**config.mk**
```make
export PLATFORM = sky130hd
export DESIGN_NAME = cell_array_driver
export DESIGN_NICKNAME = d
export VERILOG_FILES = /design/src/rtl/cell_array_pkg.sv /design/src/rtl/cell_array_driver.sv
export SDC_FILE = /design/constraint.sdc
export NUM_CORES = 1
export LEC_CHECK = 0
export CORE_MARGIN = 3
export CORE_UTILIZATION = 37
export CTS_CLUSTER_DIAMETER = 80
export DETAILED_ROUTE_END_ITERATION = 10
export DONT_BUFFER_PORTS = 1
export GPL_ROUTABILITY_DRIVEN = 1
export GPL_TIMING_DRIVEN = 0
export PLACE_DENSITY = 0.59
export SLEW_MARGIN = 10
export SYNTH_ARGS = -nofsm -noshare
export SYNTH_HDL_FRONTEND = slang
export SYNTH_SLANG_ARGS = --single-unit
```
**constraint.sdc**
```tcl
create_clock -name clk -period 3.9 [get_ports clk]
set_input_delay 0.78 -clock clk [delete_from_list [all_inputs] [get_ports clk]]
set_output_delay 0.78 -clock clk [all_outputs]
set_load 0.01 [all_outputs]
```
**src/rtl/cell_array_pkg.sv**
```systemverilog
// Shared definitions for the cell array driver.
// Holds the sequencer state encoding and the helpers that derive the
// Linux IO word count (S1) and the RAM word count (S2) from parameters.
package cell_array_pkg;

  typedef enum logic [3:0] {
    IDLE,
    LOAD_REQ,
    LOAD_WR,
    LOAD_HOLD,
    IN_WR,
    SETTLE,
    OUT_RD,
    OUT_CAP,
    DONE
  } state_t;

  // Number of PORT_WIDTH words in one DIMX-wide Linux IO row.
  function automatic int s1_words(input int dimx, input int port_width);
    return dimx / port_width;
  endfunction

  // Number of addressable genome words in the cell array RAM.
  function automatic int s2_words(input int addr_width);
    return 1 << addr_width;
  endfunction

endpackage

```
**src/rtl/cell_array_driver.sv**
```systemverilog
// Cell array driver: optionally streams a genome into the cell array RAM
// (S2 master), writes a test vector to the Linux IO inputs (S1 master),
// waits for the array to settle, then reads back the output vector.
//
// Ports:
//   clk, rst          clock, asynchronous active-low reset
//   start, load_en    run request (IDLE only) and genome reload select
//   test_in/test_out  DIMX-wide input vector / captured output vector
//   busy, done        sequence in progress / one-cycle completion pulse
//   in_valid/in_ready/in_data   genome word stream
//   m1_*              S1 Linux IO master (read/write, address, data)
//   m2_*              S2 RAM master (write, address, data)
module cell_array_driver
  import cell_array_pkg::*;
#(
  parameter int DIMX             = 64,
  parameter int PORT_WIDTH       = 32,
  parameter int S1_ADDRESS_WIDTH = 1,
  parameter int S2_ADDRESS_WIDTH = 9,
  parameter int SETTLE_CYCLES    = 16
) (
  input  logic                        clk,
  input  logic                        rst,
  input  logic                        start,
  input  logic                        load_en,
  input  logic [DIMX-1:0]             test_in,
  output logic [DIMX-1:0]             test_out,
  output logic                        busy,
  output logic                        done,
  input  logic                        in_valid,
  output logic                        in_ready,
  input  logic [PORT_WIDTH-1:0]       in_data,
  output logic                        m1_read,
  output logic                        m1_write,
  output logic [S1_ADDRESS_WIDTH-1:0] m1_address,
  output logic [PORT_WIDTH-1:0]       m1_writedata,
  input  logic [PORT_WIDTH-1:0]       m1_readdata,
  output logic                        m2_write,
  output logic [S2_ADDRESS_WIDTH-1:0] m2_address,
  output logic [PORT_WIDTH-1:0]       m2_writedata
);

  localparam int S1_WORDS = s1_words(DIMX, PORT_WIDTH);
  localparam int S2_WORDS = s2_words(S2_ADDRESS_WIDTH);
  localparam int KW       = $clog2(S1_WORDS) + 1;
  localparam int IW       = $clog2(S2_WORDS) + 1;
  localparam int SW       = $clog2(SETTLE_CYCLES) + 1;

  localparam logic [KW-1:0] K_LAST      = KW'(S1_WORDS - 1);
  localparam logic [IW-1:0] IDX_LAST    = IW'(S2_WORDS - 1);
  localparam logic [SW-1:0] SETTLE_LAST = SW'(SETTLE_CYCLES - 1);

  state_t                state;
  state_t                next_state;
  logic [KW-1:0]         k;
  logic [IW-1:0]         idx;
  logic [SW-1:0]         settle_cnt;
  logic [PORT_WIDTH-1:0] word_reg;
  logic [DIMX-1:0]       test_in_reg;
  logic [DIMX-1:0]       test_out_reg;

  always_ff @(posedge clk or negedge rst) begin
    if (!rst) state <= IDLE;
    else      state <= next_state;
  end

  always_comb begin
    next_state = state;
    case (state)
      IDLE:      if (start) next_state = load_en ? LOAD_REQ : IN_WR;
      LOAD_REQ:  if (in_valid) next_state = LOAD_WR;
      LOAD_WR:   next_state = LOAD_HOLD;
      LOAD_HOLD: next_state = (idx == IDX_LAST) ? IN_WR : LOAD_REQ;
      IN_WR:     if (k == K_LAST) next_state = SETTLE;
      SETTLE:    if (settle_cnt == SETTLE_LAST) next_state = OUT_RD;
      OUT_RD:    next_state = OUT_CAP;
      OUT_CAP:   next_state = (k == K_LAST) ? DONE : OUT_RD;
      DONE:      next_state = IDLE;
      default:   next_state = IDLE;
    endcase
  end

  // Datapath registers. The genome index saturates at the last word rather
  // than wrapping, so the RAM address stays stable through the final hold
  // cycle and the IN_WR phase that follows it.
  always_ff @(posedge clk or negedge rst) begin
    if (!rst) begin
      k            <= '0;
      idx          <= '0;
      settle_cnt   <= '0;
      word_reg     <= '0;
      test_in_reg  <= '0;
      test_out_reg <= '0;
    end else begin
      case (state)
        IDLE: begin
          if (start) begin
            test_in_reg <= test_in;
            idx         <= '0;
            k           <= '0;
            settle_cnt  <= '0;
          end
        end
        LOAD_REQ: begin
          if (in_valid) word_reg <= in_data;
        end
        LOAD_HOLD: begin
          if (idx != IDX_LAST) idx <= idx + IW'(1);
        end
        IN_WR: begin
          if (k == K_LAST) begin
            k          <= '0;
            settle_cnt <= '0;
          end else begin
            k <= k + KW'(1);
          end
        end
        SETTLE: begin
          if (settle_cnt != SETTLE_LAST) settle_cnt <= settle_cnt + SW'(1);
        end
        OUT_CAP: begin
          test_out_reg[k*PORT_WIDTH +: PORT_WIDTH] <= m1_readdata;
          if (k != K_LAST) k <= k + KW'(1);
        end
        default: ;
      endcase
    end
  end

  // Strobes decode straight from the state register, so they are mutually
  // exclusive by construction and drop together with an asynchronous reset.
  assign in_ready     = (state == LOAD_REQ);
  assign m2_write     = (state == LOAD_WR);
  assign m1_write     = (state == IN_WR);
  assign m1_read      = (state == OUT_RD);
  assign done         = (state == DONE);
  assign busy         = (state != IDLE) && (state != DONE);
  assign m2_address   = S2_ADDRESS_WIDTH'(idx);
  assign m2_writedata = word_reg;
  assign m1_address   = S1_ADDRESS_WIDTH'(k);
  assign m1_writedata = (state == IN_WR) ? test_in_reg[k*PORT_WIDTH +: PORT_WIDTH] : '0;
  assign test_out     = test_out_reg;

endmodule

```
# Word-level counts from Yosys, hierarchy flattened
# Cells that the tools add are included.
dict set report word_totals {
  latch_bits 0
  memories 0
  romBits 0
  reg_bits 181
  ramBits 0
  elab_cells 69
  in_bits 133
  out_inout_bits 144
}
dict set report classes {
  n_bitwise 0
  div 0
  reduce_logical 12
  magnitude_cmp 0
  n_mux 21
  shift 3
  multipliers 0
  addsub 4
  eq_ne 22
}
# cell n
set op_table {}
lappend op_table {{64-bit bitwise mux} 1}
lappend op_table {{32-bit by 34-bit variable shift with 64-bit output (first input constant)} 1}
lappend op_table {{32-bit by 34-bit indexed part select with 64-bit output} 1}
lappend op_table {{64-bit by 8-bit indexed part select with 32-bit output} 1}
lappend op_table {{7-bit negation with 34-bit output} 1}
lappend op_table {{32-bit 2-to-1 mux} 1}
lappend op_table {{4-bit case mux with 8 select lines} 1}
lappend op_table {{10-bit 2-to-1 mux} 2}
lappend op_table {{4-bit 2-to-1 mux} 5}
lappend op_table {{10-bit case mux with 2 select lines} 1}
lappend op_table {{4-bit by 3-bit == test with 1-bit output (second input constant)} 4}
lappend op_table {{5-bit 2-to-1 mux} 3}
lappend op_table {{5-bit case mux with 3 select lines} 1}
lappend op_table {{2-bit != test (second input constant)} 6}
lappend op_table {{10-bit by 1-bit adder with 10-bit output (second input constant)} 1}
lappend op_table {{10-bit by 9-bit == test with 1-bit output (second input constant)} 1}
lappend op_table {{10-bit by 9-bit != test with 1-bit output (second input constant)} 1}
lappend op_table {{4-bit by 2-bit == test with 1-bit output (second input constant)} 2}
lappend op_table {{4-bit AND reduction} 2}
lappend op_table {{2-bit 2-to-1 mux} 3}
lappend op_table {{3-bit 2-to-1 mux} 2}
lappend op_table {{2-bit case mux with 3 select lines} 1}
lappend op_table {{3-bit AND reduction} 2}
lappend op_table {{3-bit nonzero test} 2}
lappend op_table {{14 further kinds} 16}

# Logic depth before layout (Yosys ltp)
# Gate-level depths: netlist (run 1).
dict set report logic_depth {
  ltp_word 3
  depth_mapped 8
  mapped_depth_nobuf 7
}

# Worst setup path before layout (run 1)
# Ideal clock, no wire load.
dict set report synth_path {
  kind {register to output}
  startpoint {register state[3]}
  endpoint {output port m1_writedata[10]}
  required_ns 3.120
  slack_ns 1.531
  arrival_time_ns 1.589
  stages_incl_launch_ff 7
  n_path_buf 2
  cell_sequence {dfrtp_1 > buf_2 > nand2b_1 > nor3_2 > nand2_1 > clkbuf_1 > nor2_1}
}
dict set report synth_between {
  elab_chain_cells 2
}
# item line
set synth_lines {}
lappend synth_lines {{start, declared} cell_array_driver.sv:53} ;# state_t state;
lappend synth_lines {{start signal, assigned} cell_array_driver.sv:64} ;# else state <= next_state;
lappend synth_lines {{4-bit by 3-bit == test with 1-bit output} --}
lappend synth_lines {{via m1_write} cell_array_driver.sv:34} ;# output logic m1_write,
lappend synth_lines {{32-bit 2-to-1 mux} cell_array_driver.sv:141} ;# assign m1_writedata = (state == IN_WR) ? test_in_reg[k*PORT_WIDTH +: PORT_WIDTH] : '0;
lappend synth_lines {{end, declared} cell_array_driver.sv:36} ;# output logic [PORT_WIDTH-1:0] m1_writedata,
# The timed path passes the listed nets, and every way through them passes these cells.

# Final worst setup path (run 1)
dict set report layout_path {
  startpoint {register state[3]}
  endpoint {output port m1_writedata[29]}
}
# The elaborated chain is that of the path after synthesis.

==> results of run 1 <==
## cell type report
cell class,count,area (sq um)
fillers,2119,12200
flip-flops and latches,181,4530
multi-input cells,606,3160
clock buffers,17,425
well taps,275,344
plain buffers,59,288
clock inverters,15,186
inverters,7,26.3
## synth_stat cells, drive strengths merged (2+ instances only)
cell type	n	area (sq um)
clkbuf	25	93.8
mux2	32	360
and3	4	25.0
mux2i	34	340
o311ai	2	17.5
nor4	3	25.0
nand2b	6	37.5
nor2	40	150
o21ai	72	360
ha	8	100
buf	34	194
or2	2	12.5
nor3	7	45.0
and2	3	18.8
dfrtp	181	4530
a21oi	11	58.8
a22oi	2	15.0
o21bai	2	15.0
nor3b	2	20.0
o31ai	6	45.0
a22o	2	17.5
o2bb2ai	2	17.5
nand3	12	60.1
inv	7	26.3
nand2	333	1250
or4	7	52.6
## worst reg2reg max path, stage by stage, from the launching register on
cell	delay [ns]
dfrtp_1	0.48
buf_2	0.33
inv_1	0.17
ha_1	0.42
nor3b_1	0.57
clkbuf_1	0.44
nand2_1	0.10
o21ai_1	0.15
## worst paths after layout
path	start	end	slack (ns)	depth (start not counted)
worst max-delay path	state[3]	m1_writedata[29]	0.38	6
worst min-delay path	rst	test_out[19]	0.04	0
worst max register to register	k[0]	test_out[24]	1.17	7
worst min register to register	test_in_reg[51]	test_in_reg[51]	0.48	2
max in group asynchronous	rst	test_in_reg[6]	3.61	0
min in group clk	test_in[51]	test_in_reg[51]	0.45	2
## power breakdown
part / switching, mW / internal [mW]
clock network: 0.854 / 0.926
registers: 0.825 / 2.72
logic: 1.21 / 0.778
## metal layers
layer  global-route usage (%)  vias to the layer above
li1                         -                     2830
met1                     22.4                     2818
met2                     28.9                      217
met3                     7.64                       11
met4                     4.20                        0
met5                        0                        -
## cells by family after synthesis
logic type | Yosys count | synth area share (%)
compound gates | 107 | 7.69
fa+ha+maj | 8 | 1.25
buf+inv | 66 | 3.92
flops | 181 | 56.6
mux | 66 | 8.75
simple gates | 425 | 21.8
==> flow_summary.toml, run 1 <==
[setup_path]
crit_required_ns = 3.12
crit_path_cell_trace = "buf_2 -> nand2b_1 -> nor3_2 -> nand2_1 -> clkbuf_1 -> nor2_1"
critPathTopFamily = "simple AND/OR/NAND/NOR gates"
crit_buf_inv = 2
cp_slowest_stage_delay_ns = 0.43
worstPathArrival_ns = 2.74
end_kind = "output pin"
worstPathMaxFanout = 10
cp-start-kind = "register"
slowest_stage = "nor3_2"
crit_type = "reg -> out"

[power]
p_leak_nw = 4.12
total_power_mw = 7.31
power_density_mw_per_mm2 = 816
peakVddDrop_mv = 0.320

[detailed_routing]
drt_pass1_iterations = 4
met2_length_mm = 9.90
drc_errors = 0
wl_met1_mm = 8.87
vias = 5876
wirelength_mm = 21.2
highest_layer = "met4"
drtAntennaViolNets = 0
wl_met3_mm = 2.28
drt_iter0_drc = 293
via_per_inst = 5.07
wl_per_cell_microns = 18.3

[cts]
htree_levels = 4
clock-sinks = 181
clk_pin_slew_ns = 0.08
ctsResizeCount = 0
cts_tree = "yes"
cts_buffers = 17
clk_latency_ns = 0.43
clock_path_buffers = 2
holdBufCountCts = 0
root_buffer = "clkbuf_16"
post_cts.repair.setup_buffers = 0

[timing]
hold_ws_ns = 0.0389
min_period_ns = 3.52
worstMarginPinSlew_ns = 0.854
finalSetupTns_ns = 0
hold_viol_final = 0
slew_headroom_pct = 43.1
finalMaxSlewViolations = 0
finClkSkew_ns = 0.0142
fin_ws_ns = 0.384
rsz0062_at_grt = "false"
fin_crit_sh_pct = 90.1
fmax_mhz = 284
finalSetupViolCount = 0

[cells_and_area]
fin_util_pct = 42.4
nets = 1013
layout_commonest_cell = "nand2_1"
antenna_cells = 0
fin_area_sq_mm = 0.00896
area_growth_pct = 11.9
instances_no_fill = 1160
drive_gt1_share_pct = 8.02
mostFrequentLayoutCells = "nand2_1, dfrtp_1, o21ai_1"

[logic_synthesis]
synth_edf_count = 0
ys_ff_latch = 181
synth.net_count = 994
synth_area_sq_mm = 0.00801
async_reset_ff_share_pct = 100
yosys_warnings = 0
synthCells = 853
synth_flop_cell = "dfrtp_1"
synth-seq-area-share_pct = 56.6
synth_cell_type_count = 48
synth.avg_cell_area_sq_um = 9.39

[grt]
grt_first_pass_wirelength_mm = 33.8
grt_pass1_vias = 6075
gr-usage-all-layers_pct = 17.9
grt_max_degree = 182
antenna_found_initial = 0
gr-total-overflow = 0

[place]
dpl.cell_count = 1128
dpl.hpwl_mm = 15.3
place.gp.congestion = 0.793
pre_cts_ws_ns = 0.751
placed_cell_area_sq_mm = 0.00835
portBuffers = 0

[floorplan]
die-width_microns = 153
placementRows = 53
core-area_sq_mm = 0.0212
io_pins = 277
dieHeight_microns = 153
start_util_pct = 37.9
die_area_sq_mm = 0.0234

[run]
max_cap_viol_count = 0

[outcome]
status = "complete, no violations"

[worst_hold_path]
hp-class = "in -> async"
Power figures use the tool's default switching activity.
==> run 2, diff against run 1 <==
--- a/config.mk
+++ b/config.mk
@@ -7,6 +7,7 @@
 export LEC_CHECK = 0
 export CORE_MARGIN = 3
 export CORE_UTILIZATION = 37
+export CTS_BUF_LIST = sky130_fd_sc_hd__clkbuf_2 sky130_fd_sc_hd__clkbuf_4 sky130_fd_sc_hd__clkbuf_8
 export CTS_CLUSTER_DIAMETER = 80
 export DETAILED_ROUTE_END_ITERATION = 10
 export DONT_BUFFER_PORTS = 1
==> run 2 against run 1 <==
The run now ends with hold timing left. Combinational power about the same. Critical path depth did not move. Routed wire length is 0.28% higher. Maximum frequency is 1.5% lower. Via count grew 0.66%. Clock skew rose by 0.0019 ns. Hold slack lost 0.049 ns. Clock-buffer cell count stayed put. Die area is the same. Critical endpoint unchanged. Largest cell class unchanged. Largest power group unchanged.
==> flow_summary.toml, run 2 (same netlist as run 1, synthesis figures left out) <==
[outcome]
status = "complete, but fails checks"
violations = "hold timing"

[timing]
rsz0062_at_grt = "false"
min_period_ns = 3.57
slew_headroom_pct = 44.5
fin_crit_sh_pct = 91.5
hold_viol_final = 13
finalSetupViolCount = 0
fmax_mhz = 280
finalSetupTns_ns = 0
finalMaxSlewViolations = 0
finClkSkew_ns = 0.0161
fin_ws_ns = 0.331
hold_ws_ns = -0.0104
worstMarginPinSlew_ns = 0.832

[setup_path]
reg2reg_to = "test_out[24]"
slowest_stage = "nor3_2"
r2r_slack_ns = 1.11
cp_slowest_stage_delay_ns = 0.44
crit_type = "reg -> out"
worstPathArrival_ns = 2.79
cp_num_cells = 6
rr_worst_depth = 7
reg2reg_from = "k[0]"
crit_buf_inv = 2
critPathTopFamily = "simple AND/OR/NAND/NOR gates"
setup.worst_path.start = "state[3]"
cp-start-kind = "register"
worstPathMaxFanout = 10
end_kind = "output pin"
cp-endpoint = "m1_writedata[29]"
crit_path_cell_trace = "buf_2 -> nand2b_1 -> nor3_2 -> nand2_1 -> clkbuf_1 -> nor2_1"
crit_required_ns = 3.12

[cts]
cts_buffers = 17
root_buffer = "clkbuf_8"
clk_pin_slew_ns = 0.12
clk_latency_ns = 0.46
cts_tree = "yes"
clock_path_buffers = 2
clock-sinks = 181
post_cts.repair.setup_buffers = 0
ctsResizeCount = 0
htree_levels = 4

[floorplan]
start_util_pct = 37.9
core-area_sq_mm = 0.0212
die-width_microns = 153
io_pins = 277
placementRows = 53
dieHeight_microns = 153
die_area_sq_mm = 0.0234

[grt]
grt_first_pass_wirelength_mm = 33.8
gr-total-overflow = 0
grt_max_degree = 182
grt_pass1_vias = 6085
antenna_found_initial = 0
gr-usage-all-layers_pct = 17.9

[detailed_routing]
drc_errors = 0
wirelength_mm = 21.3
vias = 5915
drtAntennaViolNets = 0
wl_per_cell_microns = 18.3
drt_iter0_drc = 253
via_per_inst = 5.10
drt_pass1_iterations = 5

[cells_and_area]
seq_area_sq_mm = 0.00453
multi_input_area_sq_mm = 0.00316
mostFrequentLayoutCells = "nand2_1, dfrtp_1, o21ai_1"
nets = 1013
antenna_cells = 0
fin_area_sq_mm = 0.00877
drive_gt1_share_pct = 8.02
area_growth_pct = 9.55
layout_commonest_cell = "nand2_1"
fillers = 2131

[place]
place.gp.congestion = 0.793
portBuffers = 0
dpl.hpwl_mm = 15.3
pre_cts_ws_ns = 0.751
placed_cell_area_sq_mm = 0.00835

[power]
peakVddDrop_mv = 0.258
total_power_mw = 6.89
power_density_mw_per_mm2 = 785
p_leak_nw = 4.04

[run]
max_cap_viol_count = 0

[worst_hold_path]
hp-class = "in -> async"
run 2: cell counts in the layout (fill, tap and decap cells not counted):
No cell type changed its count.
run 2: report_power, final:
part / leakage [nW] / internal, mW / switching [mW] / total [mW]
clock: 0.212 / 0.549 / 0.805 / 1.35
sequential: 2.29 / 2.71 / 0.827 / 3.54
combinational: 1.54 / 0.778 / 1.21 / 1.99
total: 4.04 / 4.04 / 2.85 / 6.89
run 2: worst min path at each step:
stage,start,end,slack [ns],cells past startpoint
after CTS,rst,test_out[49],-0.05,0
final,rst,test_out[49],-0.01,0
after global placement,test_in_reg[10],test_in_reg[10],0.46,2
after global routing,rst,test_out[19],-0.05,0
after detailed placement,test_in_reg[19],test_in_reg[19],0.46,2
after floorplan,test_in_reg[0],test_in_reg[0],0.44,2
run 2: layout make-up:
type | instances | share of cell area (%)
Buffer | 59 | 3.28
Clock buffer | 17 | 2.67
Clock inverter | 15 | 2.13
Inverter | 7 | 0.300
Multi-Input combinational cell | 606 | 36.1
Sequential cell | 181 | 51.6
Tap cell | 275 | 3.92
run 2: stage by stage:
step | cells | util [%]
after CTS | 1160 | 41.5
after floorplan | 853 | -
after global placement | 1128 | 39.5
after detailed placement | 1128 | 39.5
after global routing | 1160 | 41.5
final | 1160 | 41.5
run 2: routing by layer:
metal	vias to the layer above	wire [microns]	part of all wire, %	track usage, %
li1	2829	-	-	-
met1	2842	8810	41	22.3
met2	227	9950	47	29.0
met3	17	2320	11	7.81
met4	0	196	0.92	4.07
met5	-	0	0	0
==> run 3, diff against run 2 <==
--- a/config.mk
+++ b/config.mk
@@ -13,7 +13,7 @@
 export DONT_BUFFER_PORTS = 1
 export GPL_ROUTABILITY_DRIVEN = 1
 export GPL_TIMING_DRIVEN = 0
-export PLACE_DENSITY = 0.59
+export PLACE_DENSITY = 0.48
 export SLEW_MARGIN = 10
 export SYNTH_ARGS = -nofsm -noshare
 export SYNTH_HDL_FRONTEND = slang
==> run 3 against run 2 <==
The run now ends clean. Routed wire length is 0.63% higher. Flip-flop and latch count stayed put. Worst setup slack better by 0.013 ns. Combinational power hardly changed. Sequential share of layout area is 0.081 points higher. Utilization is 0.065 points lower. Final cell count stayed put. Clock power is 3% lower. Critical path type unchanged. Largest power group unchanged.
==> flow_summary.toml, run 3 (same netlist as run 1, synthesis figures left out) <==
[cells_and_area]
instances_no_fill = 1160
seq_area_sq_mm = 0.00453
antenna_cells = 0
drive_gt1_share_pct = 8.02
layout_commonest_cell = "nand2_1"
fillers = 2085
area_growth_pct = 9.38
multi_input_area_sq_mm = 0.00316
nets = 1013
mostFrequentLayoutCells = "nand2_1, dfrtp_1, o21ai_1"

[power]
power_switching_mw = 2.84
peakVddDrop_mv = 0.256
swShare_pct = 41.3
power.internal_mw = 4.04
total_power_mw = 6.88
power_density_mw_per_mm2 = 785
seqPwrFrac_pct = 51.9
p_clk_share_pct = 19.1
p_comb_share_pct = 29.0
p_leak_nw = 4.03

[floorplan]
core-area_sq_mm = 0.0212
dieHeight_microns = 153
placementRows = 53
io_pins = 277
start_util_pct = 37.9
die_area_sq_mm = 0.0234
die-width_microns = 153

[grt]
antenna_found_initial = 0
grt_pass1_vias = 6201
grt_max_degree = 182
gr-usage-all-layers_pct = 17.9
grt_first_pass_wirelength_mm = 33.9
gr-total-overflow = 0

[detailed_routing]
drt_pass1_iterations = 4
via_per_inst = 5.14
drt_iter0_drc = 409
drtAntennaViolNets = 0
drc_errors = 0
wl_per_cell_microns = 18.5
wirelength_mm = 21.4
vias = 5964

[timing]
fmax_mhz = 281
slew_headroom_pct = 46.6
min_period_ns = 3.56
rsz0062_at_grt = "false"
finClkSkew_ns = 0.0121
hold_viol_final = 0
finalSetupTns_ns = 0
finalSetupViolCount = 0
worstMarginPinSlew_ns = 0.801
finalMaxSlewViolations = 0
fin_crit_sh_pct = 91.2
hold_ws_ns = 0.00130

[setup_path]
crit_required_ns = 3.12
crit_type = "reg -> out"
worstPathMaxFanout = 10
cp-start-kind = "register"
worstPathArrival_ns = 2.78
end_kind = "output pin"
rr_worst_depth = 7

[worst_hold_path]
hp-class = "in -> async"

[cts]
clock_path_buffers = 2
cts_tree = "yes"
clk_latency_ns = 0.46
htree_levels = 4
root_buffer = "clkbuf_8"
clk_pin_slew_ns = 0.11
clock-sinks = 181
cts_buffers = 17

[run]
max_cap_viol_count = 0

[place]
dpl.cell_count = 1128
place.gp.congestion = 0.849
portBuffers = 0
dpl.hpwl_mm = 15.7

[outcome]
status = "complete, no violations"
## run 3: power by group through the flow
stage          Combinational, mW  Sequential, mW  Clock, mW
2_1_floorplan               1.59            3.38          0
3_3_place_gp                1.96            3.59          0
3_5_place_dp                2.02            3.62          0
4_1_cts                     2.03            3.58       1.36
5_1_grt                     2.30            3.68       1.44
6_report                    2.00            3.57       1.31
## run 3: stage by stage
stage	cell area (sq um)	worst slack, ns	util, %
global route	8760	0.157	41.4
floorplan	8010	1.53	-
finish	8760	0.345	41.4
global placement	8350	0.840	39.5
CTS	8760	0.318	41.4
detailed placement	8350	0.844	39.5
## run 3: critical path, cell delays in order (launching register included)
cell and delay [ns]:
dfrtp_1 0.41, buf_2 0.19, nand2b_1 0.27, nor3_2 0.44, nand2_1 0.32, clkbuf_1 0.33, nor2_1 0.37
## run 3: path summary, 6_finish.rpt
check                           startpoint               end  slack, ns
max                               state[3]  m1_writedata[30]       0.34
min                                    rst      test_out[14]      0.001
max reg2reg                           k[0]       test_out[5]       1.13
min reg2reg                test_in_reg[31]   test_in_reg[31]       0.49
max in group asynchronous              rst            idx[8]       3.67
min in group clk               test_in[19]   test_in_reg[19]       0.42
## run 3: timing repair
| item | CTS | global route |
|---|---|---|
| resized for setup | 0 | 0 |
| setup buffers | 0 | 0 |
| setup endpoints to repair | 0 | 0 |
| hold endpoints to repair | 181 | 181 |
## run 3: routing by layer
layer  global-route usage, %  wire (microns)
met5                       0               0
met4                    6.62             543
met3                    7.36            2300
met2                    27.6            9580
met1                    22.9            8990
## run 3: final cells by class
class / instances / area share (%)
plain buffers: 59 / 3.29
clock inverters: 14 / 1.89
multi-input cells: 606 / 36.1
well taps: 275 / 3.93
inverters: 7 / 0.300
clock buffers: 18 / 2.76
flip-flops and latches: 181 / 51.7
